File: src/rtl/factor_witness_search.sv
// Exhaustive factor search: walks (a,b) candidates, multiplies each with a shift-add
// datapath and reports the first pair whose product equals the latched target.
module factor_witness_search #(
  parameter int unsigned A_W             = 3,
  parameter int unsigned B_W             = 2,
  parameter bit          EXCLUDE_TRIVIAL = 1'b1
) (
  input  logic                 i_clk,
  input  logic                 i_rst_n,
  input  logic                 i_start,
  input  logic [A_W+B_W-1:0]   i_target,
  output logic                 o_busy,
  output logic                 o_done,
  output logic                 o_found,
  output logic [A_W-1:0]       o_a_out,
  output logic [B_W-1:0]       o_b_out,
  output logic [A_W+B_W:0]     o_tried
);

  localparam int unsigned PW     = A_W + B_W;
  localparam int unsigned TriedW = PW + 1;
  localparam int unsigned IdxW   = (B_W > 1) ? $clog2(B_W) : 1;
  localparam int unsigned Lo     = EXCLUDE_TRIVIAL ? 2 : 0;

  localparam logic [A_W-1:0]    ALo     = A_W'(Lo);
  localparam logic [B_W-1:0]    BLo     = B_W'(Lo);
  localparam logic [IdxW-1:0]   IdxLast = IdxW'(B_W - 1);
  localparam logic [IdxW-1:0]   IdxOne  = IdxW'(1);
  localparam logic [A_W-1:0]    AOne    = A_W'(1);
  localparam logic [B_W-1:0]    BOne    = B_W'(1);
  localparam logic [TriedW-1:0] TriedOne = TriedW'(1);

  typedef enum logic [2:0] {StIdle, StLoad, StMul, StCmp, StDone} state_e;

  state_e             r_state;
  state_e             w_state_next;
  logic [PW-1:0]      r_target;
  logic [PW-1:0]      r_acc;
  logic [A_W-1:0]     r_a;
  logic [B_W-1:0]     r_b;
  logic [IdxW-1:0]    r_idx;
  logic [TriedW-1:0]  r_tried;
  logic               r_found;
  logic [A_W-1:0]     r_a_out;
  logic [B_W-1:0]     r_b_out;

  logic [PW-1:0]      w_addend;
  logic               w_hit;
  logic               w_last;

  // Partial product for the current multiplier bit, widened so nothing is truncated.
  assign w_addend = {{B_W{1'b0}}, r_a} << r_idx;
  assign w_hit    = (r_acc == r_target);
  assign w_last   = (&r_a) && (&r_b);

  always_ff @(posedge i_clk or negedge i_rst_n) begin
    if (!i_rst_n) begin
      r_state <= StIdle;
    end else begin
      r_state <= w_state_next;
    end
  end

  always_comb begin
    w_state_next = r_state;
    unique case (r_state)
      StIdle:  if (i_start) w_state_next = StLoad;
      StLoad:  w_state_next = StMul;
      StMul:   if (r_idx == IdxLast) w_state_next = StCmp;
      StCmp:   w_state_next = (w_hit || w_last) ? StDone : StMul;
      StDone:  w_state_next = StIdle;
      default: w_state_next = StIdle;
    endcase
  end

  always_comb begin
    o_busy  = (r_state == StLoad) || (r_state == StMul) || (r_state == StCmp);
    o_done  = (r_state == StDone);
    o_found = r_found;
    o_a_out = r_a_out;
    o_b_out = r_b_out;
    o_tried = r_tried;
  end

  always_ff @(posedge i_clk or negedge i_rst_n) begin
    if (!i_rst_n) begin
      r_target <= '0;
      r_acc    <= '0;
      r_a      <= '0;
      r_b      <= '0;
      r_idx    <= '0;
      r_tried  <= '0;
      r_found  <= 1'b0;
      r_a_out  <= '0;
      r_b_out  <= '0;
    end else begin
      unique case (r_state)
        StIdle: begin
          if (i_start) begin
            r_target <= i_target;
            r_tried  <= '0;
            r_found  <= 1'b0;
          end
        end
        StLoad: begin
          r_a   <= ALo;
          r_b   <= BLo;
          r_acc <= '0;
          r_idx <= '0;
        end
        StMul: begin
          if (r_b[r_idx]) r_acc <= r_acc + w_addend;
          r_idx <= r_idx + IdxOne;
        end
        StCmp: begin
          r_tried <= r_tried + TriedOne;
          if (w_hit) begin
            r_a_out <= r_a;
            r_b_out <= r_b;
            r_found <= 1'b1;
          end else if (w_last) begin
            r_found <= 1'b0;
          end else begin
            // a is the inner loop; wrapping it steps b.
            if (&r_a) begin
              r_a <= ALo;
              r_b <= r_b + BOne;
            end else begin
              r_a <= r_a + AOne;
            end
            r_acc <= '0;
            r_idx <= '0;
          end
        end
        StDone: begin
        end
        default: begin
        end
      endcase
    end
  end

endmodule

File: config.mk
export PLATFORM = sky130hd
export DESIGN_NAME = factor_witness_search
export DESIGN_NICKNAME = d
export VERILOG_FILES = /design/src/rtl/factor_witness_search.sv
export SDC_FILE = /design/constraint.sdc
export NUM_CORES = 1
export LEC_CHECK = 0
export CAP_MARGIN = 25
export CORE_MARGIN = 5
export CORE_UTILIZATION = 54
export DETAILED_ROUTE_END_ITERATION = 8
export GPL_TIMING_DRIVEN = 0
export PLACE_DENSITY = 0.75
export SLEW_MARGIN = 15
export SYNTH_ARGS = -nofsm -noshare
export SYNTH_HDL_FRONTEND = slang
export SYNTH_SLANG_ARGS = --single-unit
File: constraint.sdc
create_clock -name i_clk -period 2.95 [get_ports i_clk]
set_clock_uncertainty 0.15 [all_clocks]
set_input_delay 0.59 -clock i_clk [delete_from_list [all_inputs] [get_ports i_clk]]
set_output_delay 0.59 -clock i_clk [all_outputs]
set_load 0.05 [all_outputs]
### After elaboration in Yosys (flattened, before gate mapping)

Index checks and enable logic that the tools add are counted.

* bits in registers: 31
* latch bits: 0
* RAM bits: 0
* ROM bits: 0
* input bits: 8
* logic and storage cells: 75
* memories: 0

* add/subtract/negate cells: 5
* multipliers: 0
* divide/modulo/power cells: 0
* $lt $le $gt $ge: 1
* equality and inequality tests: 12
* shifts and indexed selects: 1
* muxes and demuxes: 27
* bitwise gates (word level): 0
* reduce and logical (&&, ||, !) cells: 19

Operator list (count)
* $mux W3: 6
* $mux W5: 3
* $pmux W5 S3: 1
* $pmux W3 S4: 1
* $pmux W6 S2: 1
* $reduce_and A3 Y1: 4
* $ne A2 B2 Y1 const B: 5
* $reduce_and A2 Y1: 5
* $reduce_and A4 Y1: 2
* $mux W1: 7
* $add A6 B1 Y6 const B: 1
* $eq A3 B2 Y1 const B: 2
* $mux W2: 3
* $mux W6: 1
* $pmux W3 S2: 1
* $add A5 B5 Y5: 1
* $eq A5 B5 Y1: 1
* $shl A3 B1 Y5: 1
* $pmux W2 S2: 1
* $reduce_bool A2 Y1: 2
* $add A3 B1 Y3 const B: 1
* $eq A3 B1 Y1 const B: 1
* $eq A3 B3 Y1 const B: 1
* $logic_not A3 Y1: 1
* other kinds (10): 12

### Depth between registers and ports, before layout

* depth in word-level cells: 5
* depth in mapped cells: 8
* mapped depth without buffers: 7

### Worst setup path before layout

No wires, ideal clock.

* path type: reg-to-output
* start: register r_state[1]
* end: output o_done
* arrival: 1.830 ns
* required time: 2.210 ns
* path slack: 0.380 ns
* cell stages (with the launch flop): 3
* cells stage by stage: dfrtp_1 -> clkbuf_1 -> nor3b_1

* cells in the longest elaborated chain, start to end: 1

RTL lines
* from (decl): line 35 `state_e r_state;`
* from (signal assigned): line 58 `r_state <= StIdle;`
* from (signal assigned): line 60 `r_state <= w_state_next;`
* $eq A3 B3 Y1: line 78 `o_done = (r_state == StDone);`
* to (decl): line 13 `output logic o_done,`

No other way between the ends.

### Final worst setup path

Same ends and word-level chain as after synthesis.

==> impl_metrics.env <==
export IMPL_max_cap_violations=0
export IMPL_async_flop_share_pct=100
export IMPL_num_rows=20
export IMPL_seq_power_share_pct=30.6
export IMPL_synth_area_leader_cell="dfrtp_1"
export IMPL_power_internal_uw=1390
export IMPL_power_frac_clock_pct=13.5
export IMPL_area_growth_pct=20.2
export IMPL_tightest_slew_ns=0.702
export IMPL_cp_max_fo=10
export IMPL_holdWs_ns=0.139
export IMPL_worst_setup_path_end_kind="primary output"
export IMPL_power_frac_comb_pct=55.9
export IMPL_fillers=252
export IMPL_critPathMaxStageDelay_ns=0.56
export IMPL_start_util_pct=55.9
export IMPL_leakagePower_uw=0.000955
export IMPL_port_buffers=21
export IMPL_core_sq_um=3050
export IMPL_crit_type="reg -> out"
export IMPL_synth_cells=166
export IMPL_hp_class="in -> async"
export IMPL_setup_viol=0
export IMPL_dr_pass1_iters=4
export IMPL_slew_viol_final=0
export IMPL_worst_ep_arrival_time_ns=1.94
export IMPL_htree_num_levels=2
export IMPL_startpoint_type="register"
export IMPL_multi_input_area_sq_um=903
export IMPL_layout_drive_gt1_share_pct=11.3
export IMPL_p_total_uw=2550
export IMPL_ctsLongestPathBuffers=2
export IMPL_insertion_delay_ns=0.34
export IMPL_cts_buffers=5
export IMPL_rsz0062_at_grt="false"
export IMPL_cp_required_ns=2.21
export IMPL_synthTopCellsByArea="dfrtp_1 (45%), nand2_1 (6.4%), ha_1 (5.9%)"
export IMPL_drt_wl_total_um=3610
export IMPL_grt_max_degree=32
export IMPL_routedWlPerCell_um=15.1
export IMPL_yosys_top_cells_count="dfrtp_1 (31), nand2_1 (29), nor2_1 (11), a21oi_1 (8), ha_1 (8)"
export IMPL_drt_iter0_drc=76
export IMPL_dp_hpwl_um=2660
export IMPL_grt_usage_pct=19.5
export IMPL_yosysTopAreaCellShare_pct=45.5
export IMPL_worstPathCellList="clkbuf_1, nor3b_1, dlygate4sd2_1"
export IMPL_final_min_clock_period_ns=2.68
export IMPL_cts_tree="yes"
export IMPL_fmax_mhz=373
export IMPL_dieWidth_um=66.2
export IMPL_finalHoldViolations=0
export IMPL_seqCellArea_sq_um=776
export IMPL_tns_ns=0
export IMPL_synth_cell_types=42
export IMPL_fin_nets=211
export IMPL_die_area_sq_um=4380
export IMPL_vdd_drop_max_mv=0.578
export IMPL_crit_family="buffers and inverters"
export IMPL_yosys_cell_count_top_type="dfrtp_1"
export IMPL_overflow=0
export IMPL_antenna_found_initial=0
export IMPL_swShare_pct=45.6
export IMPL_yosysSeqAreaShare_pct=45.5
export IMPL_yosysWarnings=0
export IMPL_diodes=0
export IMPL_drc=0
export IMPL_grt_first_pass_wirelength_um=6490
export IMPL_cts_sinks=31
export IMPL_vias_per_cell=5.64
export IMPL_clk_pin_slew_ns=0.10
export IMPL_ant_nets=0
export IMPL_cp_num_buf_inv=2
export IMPL_root_buffer="clkbuf_4"
export IMPL_power_density_nw_per_um2=1240
export IMPL_vias=1348
export IMPL_ys_ff_latch=31
export IMPL_synth_edf_count=0
export IMPL_synth_fp_nets=183
export IMPL_p_sw_uw=1160
export IMPL_holdBufCountCts=0
export IMPL_worst_path_max_delay_cell="dlygate4sd2_1"
export IMPL_post_route_period_util_pct=90.8
export IMPL_chipHeight_um=66.2
export IMPL_grt_pass1_vias=1431
export IMPL_syn_cell_area_sq_um=1710
export IMPL_status="complete, no violations"
export IMPL_synth_top_flop_cell="dfrtp_1"
export IMPL_gp_congestion=0.888
export IMPL_pin_count=22
export IMPL_syn_avg_cell_area_sq_um=10.3
export IMPL_relSlewSlack_pct=53.2
[timing repair]
action,CTS,global route
setup buffers,0,0
endpoints found under the hold margin,0,0
gates resized for setup,1,0
setup endpoints to repair,1,0
[through the flow]
step	setup WS, ns	utilization [%]	instance area [sq um]	cells
after global placement	0.389	64.6	1970	231
after detailed placement	0.371	64.4	1970	231
final	0.272	67.2	2050	239
after CTS	0.268	67.2	2050	239
after global routing	0.191	67.2	2050	239
after floorplan	0.380	-	1710	166
[worst register-to-register path, stage by stage, from the launching register on]
cell and delay, ns:
dfrtp_1 0.35, clkbuf_1 0.31, mux2_2 0.41, ha_1 0.28, a21o_1 0.17, a21oi_1 0.17
xor2_1 0.16, nor2_1 0.06, mux2_4 0.26
[power groups by stage]
stage | clock [uW] | combinational (uW) | sequential [uW]
global route | 382 | 1570 | 811
CTS | 356 | 1430 | 779
detailed placement | 0 | 1430 | 788
finish | 345 | 1430 | 779
floorplan | 0 | 883 | 958
global placement | 0 | 1380 | 773
[final timing paths]
check	start	to	slack, ns	cells past startpoint
worst max-delay path	r_state[1]	o_done	0.27	3
worst min-delay path	i_rst_n	r_acc[1]	0.14	1
worst max register to register	r_idx	r_acc[3]	0.52	8
worst min register to register	o_found	o_found	0.33	1
max in group asynchronous	i_rst_n	r_acc[0]	2.05	1
min in group i_clk	o_found	o_found	0.33	1
[per-layer routing]
metal | vias to the layer above | GRT usage, % | part of all wire (%)
met5 | - | 0 | 0
met4 | 0 | 6.09 | 1.5
met3 | 6 | 5.95 | 3.6
met2 | 24 | 32.2 | 50
met1 | 678 | 24.4 | 45
li1 | 640 | - | -
[layout by cell type, fill, tap and decap left out, types with 2 or more instances in the layout]
cell              n
o211ai_1          2
clkdlybuf4s50_1  19
nor2b_1           2
mux2i_1           4
or3_1             2
nor3b_1           2
a22o_1            3
a21oi_1           8
nand2b_1          3
nor2_1           11
xor2_1            6
dfrtp_1          31
clkbuf_4          5
ha_1              8
nor3_2            2
a21o_1            2
buf_2             2
mux2_1            5
clkbuf_1          4
nand3_1           4
nand4_1           2
o21ai_1           7
a31oi_1           2
mux2_4            2
nor3_1            3
and2_1            2
nand2_1          29
inv_1             2
mux2_2            2
[registers in the layout, summed over array words and instances (netlist names)]
| signal | cells |
|---|---|
| r_acc | 5 |
| r_a | 3 |
| o_b_out | 2 |
| o_found | 1 |
| o_a_out | 3 |
| r_state | 3 |
| r_target | 5 |
| r_idx | 1 |
| r_b | 2 |
| o_tried | 6 |
[logic make-up after synthesis]
logic type	after synthesis	synth area share (%)
AO/OA/AOI/OAI	32	13.0
XOR/XNOR	7	3.59
flip-flops	31	45.5
adder cells (fa/ha/maj)	9	7.04
buffers and inverters	7	1.61
AND/OR/NAND/NOR	67	20.6
multiplexers	13	8.72
[cell type report]
cell class              count  area share [%]
flip-flops and latches     31            37.8
well taps                  44            2.68
clock inverters             2            1.71
clock buffers               6            2.50
plain buffers               5           0.976
inverters                   2           0.366
repair buffers             21            9.94
multi-input cells         128            44.0
Power figures use the tool's default switching activity.
